===== src/rtl/ps2_pkg.sv =====
// Shared constants, state encoding and byte classification for the PS/2 keyboard decoder.
package ps2_pkg;

  localparam logic [7:0] PS2_BRK   = 8'hF0;
  localparam logic [7:0] PS2_EXT   = 8'hE0;
  localparam logic [7:0] PS2_PAUSE = 8'hE1;

  // Bytes that follow E1 in the Pause make/break sequence.
  localparam int PS2_PAUSE_LEN = 7;

  // Keyboard replies to host commands; never key codes when no prefix is pending.
  localparam int PS2_NUM_HOST = 6;
  localparam logic [7:0] PS2_HOST_RESP [PS2_NUM_HOST] = '{8'hAA, 8'hFA, 8'hEE, 8'hFE, 8'h00, 8'hFF};

  typedef enum logic [2:0] {
    ST_IDLE,
    ST_BRK,
    ST_EXT,
    ST_EXTBRK,
    ST_SKIP
  } state_t;

  function automatic logic is_host_resp(input logic [7:0] b);
    logic hit;
    // NOTE: give every variable a value before any conditional write so no latch/hold is implied.
    hit = 1'b0;
    for (int i = 0; i < PS2_NUM_HOST; i++) begin
      if (b == PS2_HOST_RESP[i]) hit = 1'b1;
    end
    return hit;
  endfunction

endpackage


===== src/rtl/ps2_rx_frame.sv =====
// PS/2 line conditioning and 11-bit frame receiver: synchronizes and filters
// both lines, samples data on filtered clock falls, checks start/parity/stop,
// and discards a stalled partial frame after TIMEOUT idle cycles.
module ps2_rx_frame #(
  parameter int FILTER  = 8,
  parameter int TIMEOUT = 56000
) (
  input  logic       clock,
  input  logic       reset,
  input  logic       ps2c,
  input  logic       ps2d,
  output logic       byte_valid,
  output logic       byte_err,
  output logic [7:0] data
);

  localparam int FW = ($clog2(FILTER) < 1) ? 1 : $clog2(FILTER);
  localparam int WW = ($clog2(TIMEOUT) < 1) ? 1 : $clog2(TIMEOUT);

  // Bit 0 carries the clock line, bit 1 the data line.
  logic [1:0]    raw;
  logic [1:0]    sync1;
  logic [1:0]    sync2;
  logic [1:0]    filt;
  logic [FW-1:0] fcnt [2];
  logic          filt_c_q;
  logic          fall;
  logic [3:0]    bit_cnt;
  logic [9:0]    shreg;
  logic [WW-1:0] wd;
  logic          frame_ok;

  assign raw = {ps2d, ps2c};

  // Two-flop synchronizer, then accept a new level only after FILTER equal samples.
  always_ff @(posedge clock or posedge reset) begin
    if (reset) begin
      sync1 <= '1;
      sync2 <= '1;
      filt  <= '1;
      // NOTE: this is a two-entry register array, not a RAM, so it is reset like any flop.
      for (int i = 0; i < 2; i++) fcnt[i] <= '0;
    end else begin
      // NOTE: sequential state uses non-blocking assignments so every flop sees pre-edge values.
      sync1 <= raw;
      sync2 <= sync1;
      for (int i = 0; i < 2; i++) begin
        if (sync2[i] == filt[i]) begin
          fcnt[i] <= '0;
        end else if (fcnt[i] == FW'(FILTER - 1)) begin
          filt[i] <= sync2[i];
          fcnt[i] <= '0;
        end else begin
          fcnt[i] <= fcnt[i] + 1'b1;
        end
      end
    end
  end

  // Falling-edge detector on the filtered clock line.
  always_ff @(posedge clock or posedge reset) begin
    if (reset) filt_c_q <= 1'b1;
    else       filt_c_q <= filt[0];
  end

  assign fall = filt_c_q & ~filt[0];

  // shreg[0] = start, shreg[8:1] = data LSB first, shreg[9] = parity; filt[1] is the stop bit here.
  assign frame_ok = ~shreg[0] & filt[1] & (^shreg[9:1]);

  // Bit collection, frame completion and mid-frame watchdog; a clock fall beats a timeout.
  always_ff @(posedge clock or posedge reset) begin
    if (reset) begin
      bit_cnt    <= '0;
      shreg      <= '0;
      wd         <= '0;
      byte_valid <= 1'b0;
      byte_err   <= 1'b0;
      data       <= '0;
    end else begin
      byte_valid <= 1'b0;
      byte_err   <= 1'b0;
      if (fall) begin
        wd <= '0;
        if (bit_cnt == 4'd10) begin
          bit_cnt    <= '0;
          data       <= shreg[8:1];
          byte_valid <= frame_ok;
          byte_err   <= ~frame_ok;
        end else begin
          shreg   <= {filt[1], shreg[9:1]};
          bit_cnt <= bit_cnt + 4'd1;
        end
      end else if (bit_cnt == 4'd0) begin
        wd <= '0;
      end else if (wd == WW'(TIMEOUT - 1)) begin
        wd      <= '0;
        bit_cnt <= '0;
      end else begin
        wd <= wd + 1'b1;
      end
    end
  end

endmodule


===== src/rtl/ps2_decoder.sv =====
// PS/2 set-2 scancode decoder: strips F0/E0 prefixes and the Pause sequence,
// drops host replies, and emits one strobe per key event with an active-low press flag.
module ps2_decoder
  import ps2_pkg::*;
#(
  parameter int FILTER  = 8,
  parameter int TIMEOUT = 56000
) (
  input  logic       clock,
  input  logic       reset,
  input  logic       ps2c,
  input  logic       ps2d,
  output logic       strb,
  output logic       make,
  output logic [7:0] code,
  output logic       ext
);

  logic       byte_valid;
  logic       byte_err;
  logic [7:0] data;
  state_t     state;
  logic [2:0] skip_cnt;

  ps2_rx_frame #(
    .FILTER (FILTER),
    .TIMEOUT(TIMEOUT)
  ) u_rx (
    .clock     (clock),
    .reset     (reset),
    .ps2c      (ps2c),
    .ps2d      (ps2d),
    .byte_valid(byte_valid),
    .byte_err  (byte_err),
    .data      (data)
  );

  // Prefix state machine with registered strobe and held code/make/ext outputs.
  always_ff @(posedge clock or posedge reset) begin
    if (reset) begin
      state    <= ST_IDLE;
      skip_cnt <= '0;
      strb     <= 1'b0;
      make     <= 1'b1;
      code     <= '0;
      ext      <= 1'b0;
    end else begin
      strb <= 1'b0;
      if (byte_err) begin
        state    <= ST_IDLE;
        skip_cnt <= '0;
      end else if (byte_valid) begin
        if (state == ST_SKIP) begin
          skip_cnt <= skip_cnt - 3'd1;
          if (skip_cnt == 3'd1) state <= ST_IDLE;
        end else if (data == PS2_BRK) begin
          state <= (state == ST_EXT || state == ST_EXTBRK) ? ST_EXTBRK : ST_BRK;
        end else if (data == PS2_EXT) begin
          state <= (state == ST_BRK || state == ST_EXTBRK) ? ST_EXTBRK : ST_EXT;
        end else if (data == PS2_PAUSE) begin
          state    <= ST_SKIP;
          skip_cnt <= 3'(PS2_PAUSE_LEN);
        end else if (state == ST_IDLE && is_host_resp(data)) begin
          state <= ST_IDLE;
        end else begin
          strb  <= 1'b1;
          code  <= data;
          make  <= (state == ST_BRK) || (state == ST_EXTBRK);
          ext   <= (state == ST_EXT) || (state == ST_EXTBRK);
          state <= ST_IDLE;
        end
      end
    end
  end

endmodule


===== config.mk =====
export PLATFORM = sky130hd
export DESIGN_NAME = ps2_decoder
export DESIGN_NICKNAME = d
export VERILOG_FILES = /design/src/rtl/ps2_pkg.sv /design/src/rtl/ps2_rx_frame.sv /design/src/rtl/ps2_decoder.sv
export SDC_FILE = /design/constraint.sdc
export NUM_CORES = 1
export LEC_CHECK = 0
export ABC_AREA = 1
export BUFFER_PORTS_ARGS = -buffer_cell sky130_fd_sc_hd__buf_2
export CORE_MARGIN = 2
export CORE_UTILIZATION = 30
export CTS_BUF_LIST = sky130_fd_sc_hd__clkbuf_4 sky130_fd_sc_hd__clkbuf_8
export DETAILED_ROUTE_END_ITERATION = 10
export GPL_ROUTABILITY_DRIVEN = 0
export PLACE_DENSITY = 0.46
export REMOVE_ABC_BUFFERS = 1
export SLEW_MARGIN = 20
export SYNTH_ARGS = -nofsm -noshare
export SYNTH_HDL_FRONTEND = slang
export SYNTH_HIERARCHICAL = 1
export SYNTH_SLANG_ARGS = --single-unit

===== constraint.sdc =====
create_clock -name clock -period 1.9 [get_ports clock]
set_clock_uncertainty 0.1 [all_clocks]
set_input_delay 0.19 -clock clock [delete_from_list [all_inputs] [get_ports clock]]
set_output_delay 0.19 -clock clock [all_outputs]
set_load 0.05 [all_outputs]

==> summary.txt, run 1 <==
Synthesis
  • Asr flop ratio synth: 1.00
  • Number of flops mapped to enable cells by yosys: 0
  • Yosys top cell area share: 0.455
  • Synth cell types: 35
  • Primary FF master, synth: dfrtp_1
  • Mapped Cells: 403
  • Largest cells by area after synthesis: dfrtp_1 (46%), nand2_1 (12%), dfstp_2 (6.2%)
  • Yosys top cell by area: dfrtp_1
  • Register bit total from synthesis: 70
  • Sequential cell area fraction in the yosys report: 0.517
  • Yosys warnings: 6
  • Syn_area_per_cell: 8.46 µm²
  • Mapped cell area: 3410 µm²

STA
  • Hold slack: 0.256 ns
  • Slew headroom: 0.567
  • RSZ-0062 raised after global routing: no
  • Fmax: 588 MHz
  • Worst Tran Pin Value: 0.649 ns
  • Final Setup Violations: 0
  • Minimum clock period: 1.70 ns
  • Fin Setup TNS: 0 ns
  • Final Hold Viols: 0
  • Slew Limit Fails: 0
  • Final period util: 0.896

Floorplanning
  • Die Ht: 111 µm
  • Die Span X: 111 µm
  • Floorplan core area: 11,000 µm²
  • Cell Rows: 38
  • IO Pins: 15
  • Die area: 12,200 µm²
  • Initial Utilization: 0.310

Setup path
  • Cells along the critical path: inv_1 > nand2_2 > inv_1 > a21oi_1 > nand2_2 > or2_1 > nor2_1
  • Max incr delay on CP: 0.55 ns
  • CP max FO: 15
  • CP bufs+invs: 2
  • Crit-path slowest cell: dfstp_2
  • Crit start category: flip-flop
  • WP data arrival: 1.89 ns
  • Critical Path Sink Type: flip-flop
  • Worst path required time: 2.09 ns
  • Delay-heaviest family, CP: simple AND/OR/NAND/NOR gates
  • Crit path kind: flip-flop to flip-flop

GRT
  • Initial antenna violation count: 0
  • First-pass GRT wire length: 11,100 µm
  • Tot GR Track Use: 0.111
  • Largest net degree at the start of global routing: 54
  • Total grt overflow: 0
  • Vias in the first global route: 2,455

Route
  • Drt wl/cell: 11.0 µm
  • 1st-iter DRT viols: 118
  • DR vias/cell: 4.46
  • Vias after detailed routing: 2,556
  • Routed WL: 6300 µm
  • Post-route DRC: 0
  • First drt pass iteration count: 4
  • Remaining antenna violation count after routing: 0

Place
  • Dpl hpwl: 4500 µm
  • Buffers on Ports: 14

Clock tree
  • Clk root buf: clkbuf_8
  • Clock Tree Buf Depth: 2
  • CTS Buf Count: 9
  • Post-CTS Setup Bufs: 0
  • H-Tree Depth: 3
  • CTS tree: built
  • # clock sinks: 70
  • Worst skew pair latency: 0.36 ns
  • Clock transition at path regs: 0.07 ns

Power and ir drop
  • Lkg Pwr: 1.91 nW
  • PD cells: 946 nW/µm²
  • Max IR drop VDD: 0.378 mV

Final layout
  • Area growth, synth to finish: 13.7%
  • Antenna Cells: 0
  • # fillers: 1,142
  • Nets: 443
  • Share of cells above drive strength 1: 0.139

Min path
  • HP Class: flip-flop to flip-flop

Run
  • MaxCap Viol Count: 0

Status
  • Status: finished clean
-- metal layers --
layer | share of wire | track usage | up-vias
met4 | 0.025 | 0.0600 | 0
met5 | 0 | 0 | -
met3 | 0.033 | 0.0280 | 13
li1 | - | - | 1328
met2 | 0.44 | 0.174 | 26
met1 | 0.50 | 0.141 | 1189
-- layout make-up --
type	instances	area [µm²]	area share
clock inverter	4	47.5	0.0123
sequential	70	1760	0.454
timing repair buffer	22	150	0.0387
multi-input combinational	277	1410	0.365
tap	140	175	0.0452
clock buffer	11	145	0.0374
inverter	49	184	0.0474
-- cells by family after synthesis --
logic type / share of synthesized area
simple gates: 0.283
xor+xnor: 0.0231
buf+inv: 0.0694
fa+ha+maj: 0.0367
flops: 0.517
compound gates: 0.0712
-- cells in the final DEF, fill, tap and decap left out, types with 3 or more instances in the layout --
cell type      netlist  layout
buf_4                2       4
xnor2_1              3       3
dfstp_2              8       8
dlygate4sd3_1        0       3
nand2_1            111     110
buf_2                3      14
nand4_1              4       4
dfrtp_1             62      62
nand2_2              4       5
xor2_1               6       6
nor2_1              43      43
o21ai_0             30      30
nand3_1             26      26
nor3_1              10      10
ha_1                10      10
nor3b_1              4       4
a21oi_1              6       6
clkbuf_8             0      10
nand3_2              3       3
inv_1               48      47
-- power by group --
group	total (W)	internal (W)	switching [W]
clock	0.00121	0.000645	0.000561
combinational	0.000683	0.000236	0.000447
sequential	0.00178	0.00167	0.000108
total	0.00367	0.00255	0.00112
-- metrics by stage --
step	power (W)	util	worst slack, ns	cell area [µm²]	std cells
floorplan	0.00232	-	0.0281	3360	396
global placement	0.00249	0.333	0.232	3650	555
detailed placement	0.00251	0.333	0.200	3650	555
CTS	0.00375	0.353	0.174	3870	573
global route	0.00394	0.353	0.0227	3880	573
finish	0.00367	0.353	0.198	3880	573
-- final timing paths --
path                                            end  cells after the start  slack [ns]                     start
max                           u_rx/wd[14]$_DFF_PP0_                      7        0.20  u_rx/filt[0]$_DFFE_PP1P_
min                         u_rx/sync2[1]$_DFF_PP1_                      0        0.26   u_rx/sync1[1]$_DFF_PP1_
max reg2reg                   u_rx/wd[14]$_DFF_PP0_                      7        0.20  u_rx/filt[0]$_DFFE_PP1P_
min reg2reg                 u_rx/sync2[1]$_DFF_PP1_                      0        0.26   u_rx/sync1[1]$_DFF_PP1_
max in group asynchronous       code[0]$_DFFE_PP0P_                      3        0.90                     reset
min in group asynchronous  u_rx/data[0]$_DFFE_PP0P_                      4        0.34                     reset
-- Yosys cell counts (all sizes together), types with 2 or more instances --
master and number:
a21oi 6, nor3 11, o21ai 30, xnor2 3, nor3b 6, a31oi 2
ha 10, or2 2, nand4 4, o22ai 2, xor2 6, buf 7
inv 49, nand2 116, dfrtp 62, nand3 29, dfstp 8, nor2 45
-- repair_timing --
| action | in CTS | in global routing |
|---|---|---|
| resized for setup | 0 | 1 |
| hold buffers | 3 | 0 |
| hold endpoints to repair | 64 | 0 |
| setup endpoints to repair | 0 | 4 |
-- sequential cells by signal (all words and copies together), names as in the netlist, 2 cells and up --
| name | flops |
|---|---|
| code | 8 |
| skip_cnt | 3 |
| state | 3 |
| u_rx/bit_cnt | 4 |
| u_rx/data | 8 |
| u_rx/fcnt | 6 |
| u_rx/filt | 2 |
| u_rx/shreg | 10 |
| u_rx/sync1 | 2 |
| u_rx/sync2 | 2 |
| u_rx/wd | 16 |
Power figures use the tool's default switching activity.
==> run 2, diff against run 1 <==
--- a/config.mk
+++ b/config.mk
@@ -8,12 +8,11 @@
 export ABC_AREA = 1
 export BUFFER_PORTS_ARGS = -buffer_cell sky130_fd_sc_hd__buf_2
 export CORE_MARGIN = 2
-export CORE_UTILIZATION = 30
+export CORE_UTILIZATION = 50
 export CTS_BUF_LIST = sky130_fd_sc_hd__clkbuf_4 sky130_fd_sc_hd__clkbuf_8
 export DETAILED_ROUTE_END_ITERATION = 10
 export GPL_ROUTABILITY_DRIVEN = 0
-export PLACE_DENSITY = 0.46
-export REMOVE_ABC_BUFFERS = 1
+export PLACE_DENSITY = 0.7
 export SLEW_MARGIN = 20
 export SYNTH_ARGS = -nofsm -noshare
 export SYNTH_HDL_FRONTEND = slang
==> constraint.sdc (replaced) <==
create_clock -name clock -period 1.5 [get_ports clock]
set_clock_uncertainty 0.1 [all_clocks]
set_input_delay 0.15 -clock clock [delete_from_list [all_inputs] [get_ports clock]]
set_output_delay 0.15 -clock clock [all_outputs]
set_load 0.05 [all_outputs]
==> run 2 against run 1 <==
The run now ends with negative setup slack left. Fmax up 5.9%. Die area fell by 39%. Design area increased by 23%. Sequential cell count unchanged. Via count is 14% higher. Sequential power increased by 28%. Sequential share of layout area down 8.3 points. First-iteration DRC count grew 28%. Count of clock-buffer cells in the layout fell by 2. Register-to-register slack got worse by 0.31 ns.
==> summary.txt, run 2 (synthesis gave the netlist of run 1 again) <==
Clock tree
  • Clock Tree Buf Depth: 2 (unchanged)
  • Clk root buf: clkbuf_8
  • CTS tree: built
  • CTS Buf Count: 9 (unchanged)
  • H-Tree Depth: 3 (unchanged)
  • Clock transition at path regs: 0.08 ns (about the same)
  • Worst skew pair latency: 0.35 ns (about the same)
  • # clock sinks: 70 (unchanged)

STA
  • Final Hold Viols: 0 (unchanged)
  • Slew headroom: 0.583 (+0.0165)
  • Minimum clock period: 1.61 ns (-0.0945 ns)
  • RSZ-0062 raised after global routing: yes
  • Fin Setup TNS: -1.16 ns (-1.16 ns)
  • Worst Tran Pin Value: 0.624 ns (-0.0247 ns)
  • Fmax: 622 MHz (+5.9%)
  • Final Setup Violations: 29 (+29)
  • PnR worst setup slack: -0.107 ns (-0.306 ns)
  • Slew Limit Fails: 0 (unchanged)
  • Hold slack: 0.215 ns (-0.0411 ns)
  • Final period util: 1.07 (+0.176)

Route
  • Met3 routed WL: 208 µm (+0.97%)
  • DR vias/cell: 5.10 (+14%)
  • WL met1: 3420 µm (+8.1%)
  • Post-route DRC: 0 (unchanged)
  • Remaining antenna violation count after routing: 0 (unchanged)
  • First drt pass iteration count: 4 (unchanged)
  • Met2 WL: 3950 µm (+42%)
  • 1st-iter DRT viols: 151 (+28%)
  • Drt wl/cell: 13.6 µm (+23%)
  • Routed WL: 7770 µm (+23%)
  • Vias after detailed routing: 2,921 (+14%)
  • Top layer in use: met4

Final layout
  • Leading cell type in the layout, fill and taps excluded: nand2_1
  • Share of cells above drive strength 1: 0.406 (+0.267)
  • Nets: 502 (+13%)
  • Max reg flops: 16 (unchanged)
  • Commonest non-fill, non-tap cells in the layout: nand2_1 (92), dfrtp_1 (61), buf_4 (41), inv_1 (36), nor2_1 (28)
  • Final Util: 0.711 (+0.358)
  • # fillers: 474 (-58%)
  • Antenna Cells: 0 (unchanged)
  • Biggest register: u_rx/wd
  • Area growth, synth to finish: 39.3%
  • Biggest regs: u_rx/wd (16), u_rx/shreg (10)

Power and ir drop
  • Max IR drop VDD: 0.867 mV (+130%)
  • Lkg Pwr: 2.29 nW (+20%)
  • PD cells: 1220 nW/µm² (+29%)
  • Power consumption: 0.00582 W (+59%)

Setup path
  • Worst path required time: 1.68 ns (-0.41 ns)
  • Worst r2r path cells: 8 (+1)
  • Critical Path Sink Type: flip-flop
  • Worst reg2reg path startpoint: u_rx/bit_cnt[1]$_DFFE_PP0P_
  • Worst setup path startpoint: u_rx/bit_cnt[1]$_DFFE_PP0P_
  • WP data arrival: 1.79 ns (-0.10 ns)
  • CP max FO: 7 (-8)
  • Crit start category: flip-flop
  • Crit path kind: flip-flop to flip-flop

Status
  • Status: finished, violations left
  • Failing checks: negative setup slack

GRT
  • Vias in the first global route: 2,807 (+14%)
  • Tot GR Track Use: 0.208 (+0.0962)
  • Largest net degree at the start of global routing: 43 (-20%)
  • Initial antenna violation count: 0 (unchanged)
  • Total grt overflow: 0 (unchanged)
  • First-pass GRT wire length: 12,200 µm (+9.7%)

Floorplanning
  • Initial Utilization: 0.510 (+0.200)
  • Floorplan core area: 6680 µm² (-39%)
  • Cell Rows: 30 (-21%)
  • Die area: 7500 µm² (-39%)
  • Die Ht: 86.6 µm (-22%)
  • Die Span X: 86.6 µm (-22%)
  • IO Pins: 15 (unchanged)

Place
  • Buffers on Ports: 14 (unchanged)
  • Dpl ws: -0.149 ns (-0.349 ns)
  • Dpl hpwl: 4570 µm (+1.6%)

Run
  • MaxCap Viol Count: 0 (unchanged)

Min path
  • HP Class: input port to asynchronous set/reset pin

Synthesis
  • Syn_nets: 417
[run 2: cell count changes in the layout (fill, tap and decap cells not counted), sizes merged]
cell,change
nand2,+1
clkbuf,-2
bufinv,+1
clkinvlp,+2
buf,+58
[run 2: worst paths after layout]
check	end	slack [ns]
max in group asynchronous	u_rx/filt[1]$_DFFE_PP1P_	0.52
setup reg to reg	u_rx/wd[14]$_DFF_PP0_	-0.11
min in group clock	u_rx/sync2[1]$_DFF_PP1_	0.26
setup / recovery	u_rx/wd[14]$_DFF_PP0_	-0.11
hold reg to reg	u_rx/sync2[1]$_DFF_PP1_	0.26
hold / removal	u_rx/fcnt[3]$_DFF_PP0_	0.21
[run 2: final cells by class]
type                            instances  area (µm²)  share of cell area
Clock inverter                          7        97.6              0.0205
Timing Repair Buffer                   80         668               0.141
Tap cell                               80         100              0.0211
Clock buffer                            9         124              0.0261
Inverter                               49         190              0.0400
Sequential cell                        70        1760               0.371
Multi-Input combinational cell        278        1810               0.381
[run 2: repair_timing]
action | in CTS | in global routing
endpoints found under the hold margin | 68 | 0
cloned | 2 | 2
resized for setup | 39 | 107
hold buffers | 3 | 0
endpoints found under the setup margin | 49 | 57
pin swaps | 12 | 27
buffers inserted | 12 | 6
[run 2: layer usage]
| layer | vias to the layer above | GRT usage |
|---|---|---|
| met4 | 0 | 0.108 |
| met5 | - | 0 |
| met2 | 60 | 0.347 |
| li1 | 1452 | - |
| met3 | 20 | 0.0362 |
| met1 | 1389 | 0.258 |
[run 2: stage by stage]
step           area [µm²]  std cells
5_1_grt              4750        573
3_3_place_gp         3860        532
3_5_place_dp         3860        532
2_1_floorplan        3410        403
4_1_cts              4360        565
6_report             4750        573
[run 2: power by group]
group / switching (W) / internal, W
clock: 0.000758 / 0.000941
sequential: 0.000151 / 0.00212
combinational: 0.000980 / 0.000873
total: 0.00189 / 0.00393
[run 2: critical path, stage by stage (launching register included)]
cell	delay (ns)
dfrtp_1	0.44
inv_2	0.08
ha_4	0.16
inv_2	0.06
nor2_4	0.04
a21oi_4	0.21
nand2_8	0.10
or2_1	0.23
nor2_1	0.12
